**src/rtl/game_2048_pkg.sv**
```systemverilog
// game_2048_pkg: shared types and codes for the 2048 controller slice.
// rev 1.0
`default_nettype none

package game_2048_pkg;

  localparam int TILE_W = 12;

  localparam logic [3:0] DIR_NONE  = 4'b0000;
  localparam logic [3:0] DIR_UP    = 4'b0001;
  localparam logic [3:0] DIR_DOWN  = 4'b0010;
  localparam logic [3:0] DIR_LEFT  = 4'b0100;
  localparam logic [3:0] DIR_RIGHT = 4'b1000;

  localparam logic [1:0] WL_PLAY = 2'b00;
  localparam logic [1:0] WL_WIN  = 2'b01;
  localparam logic [1:0] WL_LOSE = 2'b10;

  localparam logic [1:0] SO_IDLE = 2'b00;
  localparam logic [1:0] SO_PLAY = 2'b01;
  localparam logic [1:0] SO_WON  = 2'b10;
  localparam logic [1:0] SO_LOST = 2'b11;

  typedef logic [3:0][3:0][TILE_W-1:0] board_t;

  typedef enum logic [3:0] {
    S_IDLE,
    S_INIT,
    S_WAIT_BTN,
    S_ISSUE,
    S_WAIT,
    S_COMMIT,
    S_SPAWN,
    S_CHECK,
    S_WON,
    S_LOST
  } ctrl_state_t;

  function automatic logic is_onehot4(input logic [3:0] v);
    return (v != 4'b0000) && ((v & (v - 4'd1)) == 4'b0000);
  endfunction

endpackage

`default_nettype wire

```
**src/rtl/game_2048_controller_lfsr16.sv**
```systemverilog
// lfsr16: free-running 16-bit Galois LFSR, taps x^16+x^14+x^13+x^11+1.
// rev 1.0
`default_nettype none

module lfsr16 #(
  parameter logic [15:0] SEED = 16'hACE1
) (
  input  logic        clk,
  input  logic        rst,
  output logic [15:0] q
);

  always_ff @(posedge clk or posedge rst) begin
    if (rst) q <= SEED;
    else     q <= {1'b0, q[15:1]} ^ (q[0] ? 16'hB400 : 16'h0000);
  end

endmodule

`default_nettype wire

```
**src/rtl/game_2048_controller.sv**
```systemverilog
// game_2048_controller: sequences moves to game_logic, owns the board, spawns tiles.
// rev 1.0
`default_nettype none

module game_2048_controller #(
  parameter int          TILE_W    = 12,
  parameter int          LOGIC_LAT = 2,
  parameter logic [15:0] SEED      = 16'hACE1
) (
  input  logic                         clk,
  input  logic                         rst,
  input  logic                         start,
  input  logic [3:0]                   btn,
  input  logic [3:0]                   goal_sel,
  input  logic [3:0][3:0][TILE_W-1:0]  matrix_D,
  input  logic [1:0]                   wl,
  output logic                         enable,
  output logic [3:0]                   direction,
  output logic [3:0]                   goal,
  output logic [3:0][3:0][TILE_W-1:0]  matrix,
  output logic [1:0]                   state_o
);

  import game_2048_pkg::*;

  localparam logic [7:0] WAIT_LAST = 8'(LOGIC_LAT - 1);

  ctrl_state_t       state;
  logic [15:0]       lfsr;
  logic [3:0]        btn_q;
  logic [3:0]        rise;
  logic              press_ok;
  logic [3:0]        probe_idx;
  logic [3:0]        probe_cnt;
  logic [1:0]        spawn_cnt;
  logic [1:0]        wl_q;
  logic [7:0]        wait_cnt;
  logic [TILE_W-1:0] probe_cell;
  logic [TILE_W-1:0] new_tile;
  logic              unused_lfsr_hi;

  lfsr16 #(.SEED(SEED)) u_lfsr (
    .clk (clk),
    .rst (rst),
    .q   (lfsr)
  );

  assign rise           = btn & ~btn_q;
  assign press_ok       = is_onehot4(rise);
  assign probe_cell     = matrix[probe_idx[3:2]][probe_idx[1:0]];
  assign new_tile       = (lfsr[7:4] == 4'hF) ? TILE_W'(4) : TILE_W'(2);
  assign unused_lfsr_hi = ^lfsr[15:8];

  always_ff @(posedge clk or posedge rst) begin
    if (rst) begin
      state     <= S_IDLE;
      enable    <= 1'b0;
      direction <= DIR_NONE;
      goal      <= 4'd0;
      matrix    <= '0;
      state_o   <= SO_IDLE;
      btn_q     <= 4'd0;
      probe_idx <= 4'd0;
      probe_cnt <= 4'd0;
      spawn_cnt <= 2'd0;
      wl_q      <= WL_PLAY;
      wait_cnt  <= 8'd0;
    end else begin
      btn_q  <= btn;
      enable <= 1'b0;
      case (state)
        S_IDLE: begin
          if (start) begin
            state   <= S_INIT;
            state_o <= SO_PLAY;
          end
        end
        S_INIT: begin
          matrix    <= '0;
          goal      <= goal_sel;
          wl_q      <= WL_PLAY;
          spawn_cnt <= 2'd2;
          probe_idx <= lfsr[3:0];
          probe_cnt <= 4'd0;
          state     <= S_SPAWN;
        end
        S_WAIT_BTN: begin
          if (press_ok) begin
            direction <= rise;
            enable    <= 1'b1;
            state     <= S_ISSUE;
          end
        end
        S_ISSUE: begin
          wait_cnt <= 8'd0;
          state    <= S_WAIT;
        end
        S_WAIT: begin
          if (wait_cnt == WAIT_LAST) state <= S_COMMIT;
          else                       wait_cnt <= wait_cnt + 8'd1;
        end
        S_COMMIT: begin
          direction <= DIR_NONE;
          wl_q      <= wl;
          if (matrix_D != matrix) begin
            matrix    <= matrix_D;
            spawn_cnt <= 2'd1;
            probe_idx <= lfsr[3:0];
            probe_cnt <= 4'd0;
            state     <= S_SPAWN;
          end else begin
            state <= S_CHECK;
          end
        end
        // Each placed tile re-seeds the probe start from the LFSR.
        S_SPAWN: begin
          if (probe_cell == '0) begin
            matrix[probe_idx[3:2]][probe_idx[1:0]] <= new_tile;
            if (spawn_cnt == 2'd1) begin
              state <= S_CHECK;
            end else begin
              spawn_cnt <= spawn_cnt - 2'd1;
              probe_idx <= lfsr[3:0];
              probe_cnt <= 4'd0;
            end
          end else if (probe_cnt == 4'd15) begin
            state <= S_CHECK;
          end else begin
            probe_idx <= probe_idx + 4'd1;
            probe_cnt <= probe_cnt + 4'd1;
          end
        end
        S_CHECK: begin
          case (wl_q)
            WL_WIN: begin
              state   <= S_WON;
              state_o <= SO_WON;
            end
            WL_LOSE: begin
              state   <= S_LOST;
              state_o <= SO_LOST;
            end
            default: state <= S_WAIT_BTN;
          endcase
        end
        S_WON, S_LOST: begin
          if (start) begin
            state   <= S_INIT;
            state_o <= SO_PLAY;
          end
        end
        default: begin
          state   <= S_IDLE;
          state_o <= SO_IDLE;
        end
      endcase
    end
  end

endmodule

`default_nettype wire

```
**config.mk**
```make
export PLATFORM = sky130hd
export DESIGN_NAME = game_2048_controller
export DESIGN_NICKNAME = d
export VERILOG_FILES = /design/src/rtl/game_2048_pkg.sv /design/src/rtl/game_2048_controller_lfsr16.sv /design/src/rtl/game_2048_controller.sv
export SDC_FILE = /design/constraint.sdc
export NUM_CORES = 1
export LEC_CHECK = 0
export BUFFER_PORTS_ARGS = -buffer_cell sky130_fd_sc_hd__buf_2
export CAP_MARGIN = 20
export CORE_MARGIN = 3
export CORE_UTILIZATION = 52
export CTS_BUF_LIST = sky130_fd_sc_hd__clkbuf_16
export CTS_CLUSTER_DIAMETER = 60
export CTS_CLUSTER_SIZE = 20
export DETAILED_ROUTE_END_ITERATION = 7
export PLACE_DENSITY_LB_ADDON = 0.12
export SETUP_SLACK_MARGIN = 0.1
export SLEW_MARGIN = 25
export SYNTH_ARGS = -nofsm -noshare
export SYNTH_HDL_FRONTEND = slang
export SYNTH_HIERARCHICAL = 1
export SYNTH_SLANG_ARGS = --single-unit
```
**constraint.sdc**
```tcl
create_clock -name clk -period 9.39 [get_ports clk]
set_clock_uncertainty 0.15 [all_clocks]
set_input_delay 0.4695 -clock clk [delete_from_list [all_inputs] [get_ports clk]]
set_output_delay 0.4695 -clock clk [all_outputs]
set_load 0.1 [all_outputs]
```
==> impl_metrics.csv <==
group,metric,value,unit
placed_design,portBuffers,407,
sta,tightest_slew,1.085,ns
global_routing,grt_usage,39.01,%
cts,htreeDepth,1,
detailed_routing,drtAntennaViolNets,0,
global_routing,grt_pass1_vias,11700,
worst_setup_path,r2r_setup_slack,4.31,ns
placed_design,placed_cell_area,15160,sq um
detailed_routing,post_drt_wl_per_cell,28.64,um
cts,cts_sinks,247,
sta,hold_violations,0,
layout,largest_register_ffs,192,
floorplan,ios,408,
layout,multi_input_area,6254,sq um
cts,cts_hold_buf,5,
logic_synthesis,async_flop_share,100.0,%
sta,period_share,54.13,%
worst_setup_path,cp_data_required_time,9.66,ns
logic_synthesis,synth_cell_type_count,61,
floorplan,dieWidth,163.8,um
sta,slew_headroom,25.77,%
cts,clk_pin_slew_worst_paths,0.09,ns
global_routing,grt-ovfl-total,0,
detailed_routing,drc,0,
sta,rsz0062_at_grt,"false",
logic_synthesis,synthTopCellsByArea,"dfrtp_1 46%, a22o_1 11%, xnor2_1 7.1%",
worst_hold_path,worst_hold_path_type,"in2reg",
outcome,status,"complete, no violations",
layout,fin_nets,1775,
sta,period_needed,5.083,ns
floorplan,dieArea,26830,sq um
cts,cts_tree,"yes",
layout,syn_to_final_growth,22.60,%
layout,seqCellArea,6191,sq um
detailed_routing,first_pass_iters,5,
floorplan,coreArea,24390,sq um
cts,clockRootBuffer,"clkbuf_16",
cts,clk_latency,0.54,ns
sta,fmax,196.8,MHz
layout,top_regs,"matrix x192, u_lfsr/q x16, wait_cnt x8",
cts,cts_resized,0,
logic_synthesis,syn_area_per_cell,10.93,sq um
global_routing,antenna_found_initial,6,
layout,postLayoutCellArea,15880,sq um
logic_synthesis,ys_seq_area_share,47.81,%
worst_setup_path,cp-startpoint,"state[0]",
worst_setup_path,path_max_fanout,68,
logic_synthesis,synth_common_cells,"239 x dfrtp_1, 161 x a22o_1, 105 x xnor2_1, 73 x xor2_1",
layout,fill_cells,2090,
sta,setup_tns,0,ns
global_routing,grt_pass1_wl,77650,um
worst_setup_path,reg2reg_from,"state[0]",
sta,setup_violations,0,
logic_synthesis,mappedNetlistNets,1399,
layout,regMostFlops,"matrix",
cts,clk_path_buf_depth,3,
sta,slew_violations,0,
worst_setup_path,crit_path_end,"matrix[152]",
layout,drive_gt1_share,31.45,%
logic_synthesis,synthFlopType,"dfrtp_1",
worst_setup_path,arrival,5.36,ns
worst_setup_path,endpoint_kind,"flop",
detailed_routing,detail_route.vias_per_cell,6.603,
logic_synthesis,ys_warn_count,6,
detailed_routing,num_vias,12570,
logic_synthesis,netlist_instances,1185,
floorplan,start_util,53.09,%
placed_design,gp_congestion,0.9746,
detailed_routing,drt_iter0_markers,1769,
cts,cts_buffers,20,
logic_synthesis,synth_enable_flop_cells,0,
worst_setup_path,reg2regPathDepth,10,
logic_synthesis,syn_area,12950,sq um
logic_synthesis,yosys.area.top_type_share,46.18,%
detailed_routing,drt_wl_total,54540,um
placed_design,dp_hpwl,41830,um
global_routing,grt_start_max_net_pins,97,
logic_synthesis,synth_top_area_cell,"dfrtp_1",
logic_synthesis,yosysMostFrequentCell,"dfrtp_1",
logic_synthesis,ys_ff_latch,247,
worst_setup_path,rr_endpoint,"matrix[152]",
floorplan,die_y,163.8,um
job,drv_cap,0,
cts,cts_setup_buffers,0,
worst_setup_path,cp-start-kind,"flop",
floorplan,rows,57,
worst_setup_path,critPathKind,"reg2reg",
[per-stage QoR]
stage	utilization (%)	instances	hold WS, ns	setup WS (ns)
detailed placement	62.15	1858	0.1881	4.213
global placement	62.15	1858	0.1842	4.355
global route	65.07	1902	0.02982	4.080
finish	65.09	1904	0.02497	4.307
CTS	65.00	1898	0.02250	4.217
floorplan	-	1185	0.1812	2.438
[kinds of logic (layout without fill, tap and decap cells)]
family,after synthesis,count (layout),share of synthesized area [%]
xor+xnor,178,178,12.04
flops,247,247,47.81
mux,15,15,1.217
buf+inv,111,500,4.048
simple gates,247,247,10.70
fa+ha+maj,9,9,0.8696
other cells,0,6,0
compound gates,378,378,23.32
[cells in the final DEF, fill, tap and decap left out, drive strengths merged, types with 5 or more instances in the layout]
cell and count:
nand2b 16, clkinv 6, o21ai 37, mux2 6, or4 8, o311ai 6
nor2 32, diode 6, ha 9, mux2i 9, o2bb2ai 35, dfrtp 239
xor2 73, nand4 35, a221oi 6, a22oi 11, clkbuf 21, nand2 34
inv 41, a211oi 22, dfstp 8, a31oi 5, nand3 12, nor4 49
nor2b 14, a21oi 32, and3 11, dlygate4sd3 5, a32oi 24, xnor2 105
a22o 161, buf 426, nor3 24, o22ai 7, o41ai 7
[worst min path at each step]
stage / to / cells after the start / startpoint
after detailed placement: u_lfsr/q[8] / 0 / u_lfsr/q[9]
after global placement: u_lfsr/q[8] / 0 / u_lfsr/q[9]
final: matrix[31] / 2 / matrix_D[31]
after floorplan: u_lfsr/q[8] / 0 / u_lfsr/q[9]
after global routing: matrix[180] / 2 / matrix_D[180]
after CTS: matrix[24] / 2 / matrix_D[24]
[worst max-delay path, cell delays in order (launching register included)]
cell and delay, ns:
dfrtp_1 0.54, nor2b_2 0.88, nand2_1 0.46, nor4_1 0.42, nand4_1 0.19, nor3_4 0.61
and2_1 0.29, nor2_4 0.18, buf_4 0.39, buf_4 0.43, a22o_1 0.35
[final cells by class]
cell class,instances,area share (%)
Multi-Input combinational cell,827,39.39
Sequential cell,247,38.99
Timing Repair Buffer,431,14.04
Clock buffer,21,3.310
Tap cell,324,2.553
Inverter,34,0.8511
Clock inverter,14,0.7644
Antenna cell,6,0.09457
[layer usage]
layer  vias to the layer above  global-route usage (%)  share of wire (%)
met5                         -                       0               0.20
met2                       960                   61.77                 46
met3                       128                   9.155                 12
met1                      6197                   53.72                 38
met4                         4                   11.76                3.7
li1                       5283                       -                  -
Power is not shown: default switching activity piles up to over one toggle a cycle in this logic, so the estimate is an artifact.
